===== config.mk =====
export PLATFORM = sky130hd
export DESIGN_NAME = div_seq
export DESIGN_NICKNAME = d
export VERILOG_FILES = /design/src/rtl/div_seq.sv
export SDC_FILE = /design/constraint.sdc
export NUM_CORES = 1
export LEC_CHECK = 0
export CAP_MARGIN = 20
export CORE_ASPECT_RATIO = 1.4
export CORE_UTILIZATION = 28
export CTS_BUF_LIST = sky130_fd_sc_hd__clkbuf_8
export DETAILED_ROUTE_END_ITERATION = 8
export GPL_ROUTABILITY_DRIVEN = 0
export PLACE_DENSITY = 0.53
export SLEW_MARGIN = 20
export SYNTH_ARGS = -nofsm -noshare
export SYNTH_HDL_FRONTEND = slang
export SYNTH_SLANG_ARGS = --single-unit

===== constraint.sdc =====
create_clock -name clk -period 6.51 [get_ports clk]
set_input_delay 1.6275 -clock clk [delete_from_list [all_inputs] [get_ports clk]]
set_output_delay 1.6275 -clock clk [all_outputs]
set_load 0.05 [all_outputs]

===== src/rtl/div_seq.sv =====
// Multi-cycle radix-2 restoring divider for the EX stage (DIV/DIVU).
// One iteration per clock; result is {remainder, quotient} for the HI/LO path.
module div_seq #(
  parameter int DATA_W = 32,
  parameter int CNT_W  = 6
) (
  input  logic                  clk,
  input  logic                  rst,
  input  logic                  start_i,
  input  logic                  annul_i,
  input  logic                  signed_div_i,
  input  logic [DATA_W-1:0]     opdata1_i,
  input  logic [DATA_W-1:0]     opdata2_i,
  output logic [2*DATA_W-1:0]   result_o,
  output logic                  ready_o,
  output logic                  busy_o
);

  localparam logic [1:0] S_FREE   = 2'b00;
  localparam logic [1:0] S_BYZERO = 2'b01;
  localparam logic [1:0] S_ON     = 2'b10;
  localparam logic [1:0] S_END    = 2'b11;

  logic [1:0]          state;
  logic [CNT_W-1:0]    cnt;
  logic [2*DATA_W-1:0] work;
  logic [DATA_W-1:0]   divisor_mag;
  logic                neg_dividend;
  logic                neg_divisor;

  logic                dividend_sign;
  logic                divisor_sign;
  logic [DATA_W-1:0]   dividend_mag;
  logic [DATA_W-1:0]   divisor_mag_in;
  logic [DATA_W:0]     diff;
  logic [2*DATA_W-1:0] work_next;
  logic [DATA_W-1:0]   quot_fin;
  logic [DATA_W-1:0]   rem_fin;
  logic                last_iter;

  function automatic logic [DATA_W-1:0] negate(input logic [DATA_W-1:0] v);
    return ~v + DATA_W'(1);
  endfunction

  // NOTE: every signal written here gets a value on every path (no else-less ifs), so no latches are inferred.
  always_comb begin
    dividend_sign  = signed_div_i & opdata1_i[DATA_W-1];
    divisor_sign   = signed_div_i & opdata2_i[DATA_W-1];
    dividend_mag   = dividend_sign ? negate(opdata1_i) : opdata1_i;
    divisor_mag_in = divisor_sign  ? negate(opdata2_i) : opdata2_i;

    // Trial subtraction of the divisor from the top 33 bits of the shifted remainder.
    diff      = work[2*DATA_W-1:DATA_W-1] - {1'b0, divisor_mag};
    work_next = diff[DATA_W] ? {work[2*DATA_W-2:0], 1'b0}
                             : {diff[DATA_W-1:0], work[DATA_W-2:0], 1'b1};

    quot_fin  = (neg_dividend ^ neg_divisor) ? negate(work_next[DATA_W-1:0])
                                             : work_next[DATA_W-1:0];
    rem_fin   = neg_dividend ? negate(work_next[2*DATA_W-1:DATA_W])
                             : work_next[2*DATA_W-1:DATA_W];
    last_iter = (cnt == CNT_W'(DATA_W - 1));
  end

  // NOTE: sequential state uses non-blocking assignments so every register samples pre-edge values.
  always_ff @(posedge clk or negedge rst) begin
    if (!rst) begin
      state        <= S_FREE;
      cnt          <= '0;
      work         <= '0;
      divisor_mag  <= '0;
      neg_dividend <= 1'b0;
      neg_divisor  <= 1'b0;
      result_o     <= '0;
      ready_o      <= 1'b0;
    end else begin
      case (state)
        S_FREE: begin
          if (start_i && !annul_i) begin
            if (opdata2_i == '0) begin
              state <= S_BYZERO;
            end else begin
              state        <= S_ON;
              neg_dividend <= dividend_sign;
              neg_divisor  <= divisor_sign;
              divisor_mag  <= divisor_mag_in;
              work         <= {{DATA_W{1'b0}}, dividend_mag};
              cnt          <= '0;
            end
          end
        end
        S_BYZERO: begin
          if (annul_i) begin
            state <= S_FREE;
          end else begin
            state    <= S_END;
            result_o <= '0;
            ready_o  <= 1'b1;
          end
        end
        S_ON: begin
          // A flush wins over the iteration in progress.
          if (annul_i) begin
            state <= S_FREE;
            cnt   <= '0;
          end else begin
            work <= work_next;
            cnt  <= cnt + CNT_W'(1);
            if (last_iter) begin
              state    <= S_END;
              result_o <= {rem_fin, quot_fin};
              ready_o  <= 1'b1;
            end
          end
        end
        default: begin
          // END: hold the result until EX drops its request.
          if (annul_i || !start_i) begin
            state   <= S_FREE;
            ready_o <= 1'b0;
          end
        end
      endcase
    end
  end

  assign busy_o = (state != S_FREE);

endmodule


### Word-level counts from Yosys, hierarchy flattened

Index checks and enable logic that the tools add are counted.

| word-level totals | value |
|---|---|
| input bits | 69 |
| output and inout bits | 66 |
| bits in registers | 171 |
| logic and storage cells | 78 |

| cells by class | value |
|---|---|
| mux-type cells | 29 |
| reduce and logical (&&, ||, !) cells | 17 |
| equality and inequality tests | 9 |
| $add $sub $neg | 6 |
| bitwise logic cells | 9 |

Operators with widths:

| cell | count |
|---|---|
| $mux W64 | 7 |
| $pmux W64 S2 | 2 |
| $add A32 B1 Y32 const B | 4 |
| $mux W32 | 4 |
| $not A32 Y32 | 4 |
| $sub A33 B32 Y33 | 1 |
| $logic_not A32 Y1 | 1 |
| $mux W6 | 3 |
| $mux W2 | 6 |
| $pmux W6 S2 | 1 |
| $ne A2 B2 Y1 const B | 5 |
| $reduce_and A3 Y1 | 3 |
| $reduce_and A4 Y1 | 2 |
| $add A6 B1 Y6 const B | 1 |
| $eq A6 B5 Y1 const B | 1 |
| $pmux W2 S3 | 1 |
| $reduce_bool A2 Y1 | 3 |
| $reduce_and A5 Y1 | 1 |
| $mux W1 | 4 |
| $reduce_bool A4 Y1 | 1 |
| $ne A3 B3 Y1 const B | 1 |
| $pmux W1 S3 | 1 |
| $reduce_bool A3 Y1 | 1 |
| $and A1 B1 Y1 | 2 |
| other kinds (8) | 10 |

### Logic depth before layout (Yosys ltp)

Gate-level depths: netlist (run 1).

| logic depth | value |
|---|---|
| depth in word-level cells | 8 |
| depth in mapped cells | 28 |
| mapped depth without buffers | 23 |

### Least setup slack after synthesis (run 1)

No wires, ideal clock.

| timing | value |
|---|---|
| path type | register to register |
| from | register work[31] |
| to | register result_o[56] |
| library setup time | 121 ps |
| period minus slack after synthesis | 5,353 ps |
| buffers on the path | 5 |
| cell stages (with the launch flop) | 28 |
| arrival | 5,232 ps |
| setup slack | 1,157 ps |
| data required time | 6,389 ps |
| cells stage by stage | dfrtp_1 -> inv_1 -> ha_1 -> inv_1 -> fa_1 -> a21o_1 -> a21boi_2 -> a2111oi_4 -> o2111a_1 -> or3_1 -> clkbuf_1 -> and2_0 -> buf_2 -> inv_2 -> buf_2 -> buf_2 -> buf_2 -> o21ai_0 -> inv_1 -> ha_1 -> or4b_2 -> nor2_1 -> nand2_1 -> o22a_1 -> a2111oi_4 -> nor2_1 -> xnor2_1 -> a22o_1 |

| on the way | value |
|---|---|
| cells in the longest elaborated chain, start to end | 8 |

Ends and longest elaborated chain:

| what | line | text |
|---|---|---|
| start, declared | 26 | `logic [2*DATA_W-1:0] work;` |
| start signal, assigned | 86 | `work <= {{DATA_W{1'b0}}, dividend_mag};` |
| start signal, assigned | 106 | `work <= work_next;` |
| $sub A33 B32 Y33 | 53 | `diff = work[2*DATA_W-1:DATA_W-1] - {1'b0, divisor_mag};` |
| $mux W64 * | 54 | `work_next = diff[DATA_W] ? {work[2*DATA_W-2:0], 1'b0}` |
| $not A32 Y32 | 42 | `return ~v + DATA_W'(1);` |
| $add A32 B1 Y32 | 42 |  |
| $mux W32 * | 59 | `rem_fin = neg_dividend ? negate(work_next[2*DATA_W-1:DATA_W])` |
| $mux W64 * | 108 | `if (last_iter) begin` |
| $mux W64 * | 102 | `if (annul_i) begin` |
| $pmux W64 S2 * | 76 | `case (state)` |
| end signal, assigned | 110 | `result_o <= {rem_fin, quot_fin};` |
| end, declared | 14 | `output logic [2*DATA_W-1:0] result_o,` |

Mark *: on every way between the ends. The rest lies on a longest branch, timed or not. The select of a mux whose other input is x is not followed.
A chain may end at the register's enable or synchronous reset.

### Final worst setup path (run 1)

| timing | value |
|---|---|
| from | register work[53] |
| to | register result_o[62] |

The elaborated chain is that of the path after synthesis.

==> impl_metrics.ini, run 1 <==
[status]
status = finished, final reports clean

[global_routing]
track_usage = 0.169
grt_pass1_vias = 10700
overflow = 0
grt_pass1_wl_mm = 58.0
antenna_found_initial = 1
grt_max_degree = 97

[floorplanning]
rows = 89
io_pins = 135
dieArea_um2 = 43600
die_x_um = 177
die_y_um = 247
start_util = 0.284
core_area_um2 = 42200

[detailed_routing]
routed_wl_mm = 35.9
avgRoutedWirePerCell_um = 16.8
vias_per_cell = 5.07
ant_nets = 0
vias = 10800
drtIter0Drc = 784
drc = 0
first_pass_iters = 5

[logic_synthesis]
ys_async_sr_fraction = 1.00
synth_edf_count = 0
synthesis.nets = 1589
yosysWarnings = 0
ys_seq_area_frac = 0.358
avgSynthCellArea_um2 = 8.10
syn-cell-area_um2 = 12000
ys_seq_elements = 171
synthFlopType = dfrtp_1
ys_types = 86
syn_inst = 1478

[sta]
relSlewSlack = 0.443
period_share = 0.853
period_needed_ns = 5.55
slew_violations = 0
tightest_slew_ns = 0.836
max_freq_mhz = 180
final-setup-viol-count = 0
hold_violations = 0
final.setup_skew_ns = 0.0201
rsz0062_at_grt = false
fin_setup_tns_ns = 0

[place]
post-dp-hpwl_mm = 27.4
port-buffer-count = 134

[clocking]
post_cts_resized = 0
clock_path_buffers = 2
postCtsSetupRepairBufs = 0
cts_made_buffers = 17
cts_tree = yes
htree_levels = 4
clk_pin_slew_ns = 0.09
clk_latency_ns = 0.51
clock-root-buffer = clkbuf_8
numClockSinks = 171
cts_hold_buf = 0

[pwr]
p_per_area_nw_per_um2 = 344
max-vdd-ir-drop_mv = 0.198
p_switching_mw = 2.26
intPower_mw = 2.63
swShare = 0.462
pwr-share-clk = 0.158
p_seq_frac = 0.301
combPwrFrac = 0.541
total_leakage_power_nw = 5.87

[critical_path]
critPathLaunchType = flip-flop
path_class = reg2reg
crit_path_end_kind = flip-flop
worst-path-max-fanout = 8
cp.arrival_ns = 5.93
cp.required_ns = 6.89

[cells_and_area]
postLayoutCoreUtil = 0.336
final_nets = 1688
final_cell_mix = 238 x nand2_1, 204 x o21ai_0, 171 x dfrtp_1, 133 x clkdlybuf4s50_1, 118 x a21oi_1
n_fill_cell = 4470
final_common_cell = nand2_1
area_growth_pct = 18.7
drive_above_1_share = 0.0542

[job]
maxCapViolCount = 0

[min_path]
hp-class = reg2reg
-- power groups by stage --
stage / clock [mW] / combinational [mW] / sequential [mW]
floorplan: 0 / 1.98 / 1.46
global placement: 0 / 2.62 / 1.48
detailed placement: 0 / 2.65 / 1.49
CTS: 0.803 / 2.66 / 1.47
global route: 0.842 / 2.97 / 1.51
finish: 0.773 / 2.64 / 1.47
-- worst max-delay path: stages, from the launching register on --
cell and delay (ns):
dfrtp_1 0.47, ha_1 0.47, and3_1 0.25, and2_1 0.24, a21oi_1 0.16, o31ai_1 0.54, o21ai_0 0.18, buf_4 0.19
and2_2 0.19, inv_2 0.12, mux2i_1 0.30, ha_1 0.27, nand2_1 0.06, a2111oi_0 0.53, nand4_1 0.20, o22a_1 0.31
a2111oi_4 0.42, a31oi_1 0.16, xnor2_1 0.25, o21ai_0 0.10
-- final cells by class --
type	instances	area, um2	area share
Multi-Input combinational cell	1176	7140	0.503
Antenna cell	1	2.50	0.000176
Clock inverter	10	103	0.00722
Clock buffer	20	275	0.0194
Timing Repair Buffer	153	1500	0.105
Tap cell	546	683	0.0481
Sequential cell	171	4280	0.301
Inverter	58	218	0.0153
-- sequential cells by signal, summed over array words and instances (netlist names) --
register / flops
result_o: 64
neg_dividend: 1
work: 64
state: 2
ready_o: 1
cnt: 6
neg_divisor: 1
divisor_mag: 32
-- Yosys cell counts, types with 5 or more instances --
library cell | n | share of area
nor3_1 | 25 | 0.010
or3_1 | 23 | 0.012
dfrtp_1 | 171 | 0.36
mux2_2 | 5 | 0.0047
ha_1 | 41 | 0.043
and2_1 | 8 | 0.0042
buf_2 | 10 | 0.0042
mux2i_1 | 22 | 0.018
and3_1 | 12 | 0.0063
o41ai_1 | 8 | 0.0059
a31oi_1 | 22 | 0.012
a21oi_1 | 118 | 0.049
inv_1 | 57 | 0.018
clkbuf_1 | 44 | 0.014
or4_1 | 10 | 0.0063
xnor2_1 | 77 | 0.056
o31ai_1 | 19 | 0.012
xor2_1 | 58 | 0.042
nor2_1 | 115 | 0.036
nor3b_1 | 6 | 0.0038
buf_1 | 8 | 0.0025
o21ai_1 | 14 | 0.0059
nand3_1 | 8 | 0.0033
nand4_1 | 12 | 0.0063
buf_6 | 5 | 0.0047
nor4_1 | 11 | 0.0058
clkbuf_2 | 5 | 0.0021
or2_2 | 6 | 0.0031
nand2_1 | 239 | 0.075
a21o_1 | 15 | 0.0094
o21ai_0 | 205 | 0.086
-- cells by family (layout without fill, tap and decap cells) --
family	after synthesis	in the layout	synth area share
fa+ha+maj	42	42	0.0445
simple gates	501	501	0.194
mux	27	27	0.0231
other cells	0	1	0
compound gates	471	471	0.236
xor+xnor	135	135	0.0988
buf+inv	131	241	0.0461
flops	171	171	0.358
-- metrics by stage --
stage               total power [mW]  hold slack [ns]  cells  area (um2)  setup slack (ns)
finish                          4.89            0.482   2135       14200             0.957
global placement                4.11            0.462   2104       13800             0.784
detailed placement              4.14            0.469   2104       13800             0.712
global route                    5.32            0.507   2135       14200             0.612
floorplan                       3.44            0.457   1478       12000              1.16
CTS                             4.93            0.490   2134       14200              1.05
-- routing by layer --
layer  part of all wire  GRT usage  routed length, um  vias up
met1               0.44      0.213              16000     5076
met4              0.029     0.0743               1030        0
met5                  0          0                  0        -
li1                   -          -                  -     5415
met2               0.49      0.288              17500      283
met3              0.038     0.0208               1370       42
-- path summary, 6_finish.rpt --
check | cells past startpoint | slack [ns] | endpoint | from
worst max-delay path | 19 | 0.96 | result_o[62] | work[53]
worst min-delay path | 2 | 0.48 | result_o[12] | result_o[12]
worst max register to register | 19 | 0.96 | result_o[62] | work[53]
worst min register to register | 2 | 0.48 | result_o[12] | result_o[12]
max in group asynchronous | 2 | 4.17 | result_o[12] | rst
min in group asynchronous | 1 | 1.18 | result_o[37] | rst
Power figures use the tool's default switching activity.
==> run 2, diff against run 1 <==
--- a/config.mk
+++ b/config.mk
@@ -11,6 +11,7 @@
 export CTS_BUF_LIST = sky130_fd_sc_hd__clkbuf_8
 export DETAILED_ROUTE_END_ITERATION = 8
 export GPL_ROUTABILITY_DRIVEN = 0
+export GPL_TIMING_DRIVEN = 1
 export PLACE_DENSITY = 0.53
 export SLEW_MARGIN = 20
 export SYNTH_ARGS = -nofsm -noshare
==> results of run 2 <==
No change in the layout: final DEF, timing and power equal those of run 1.
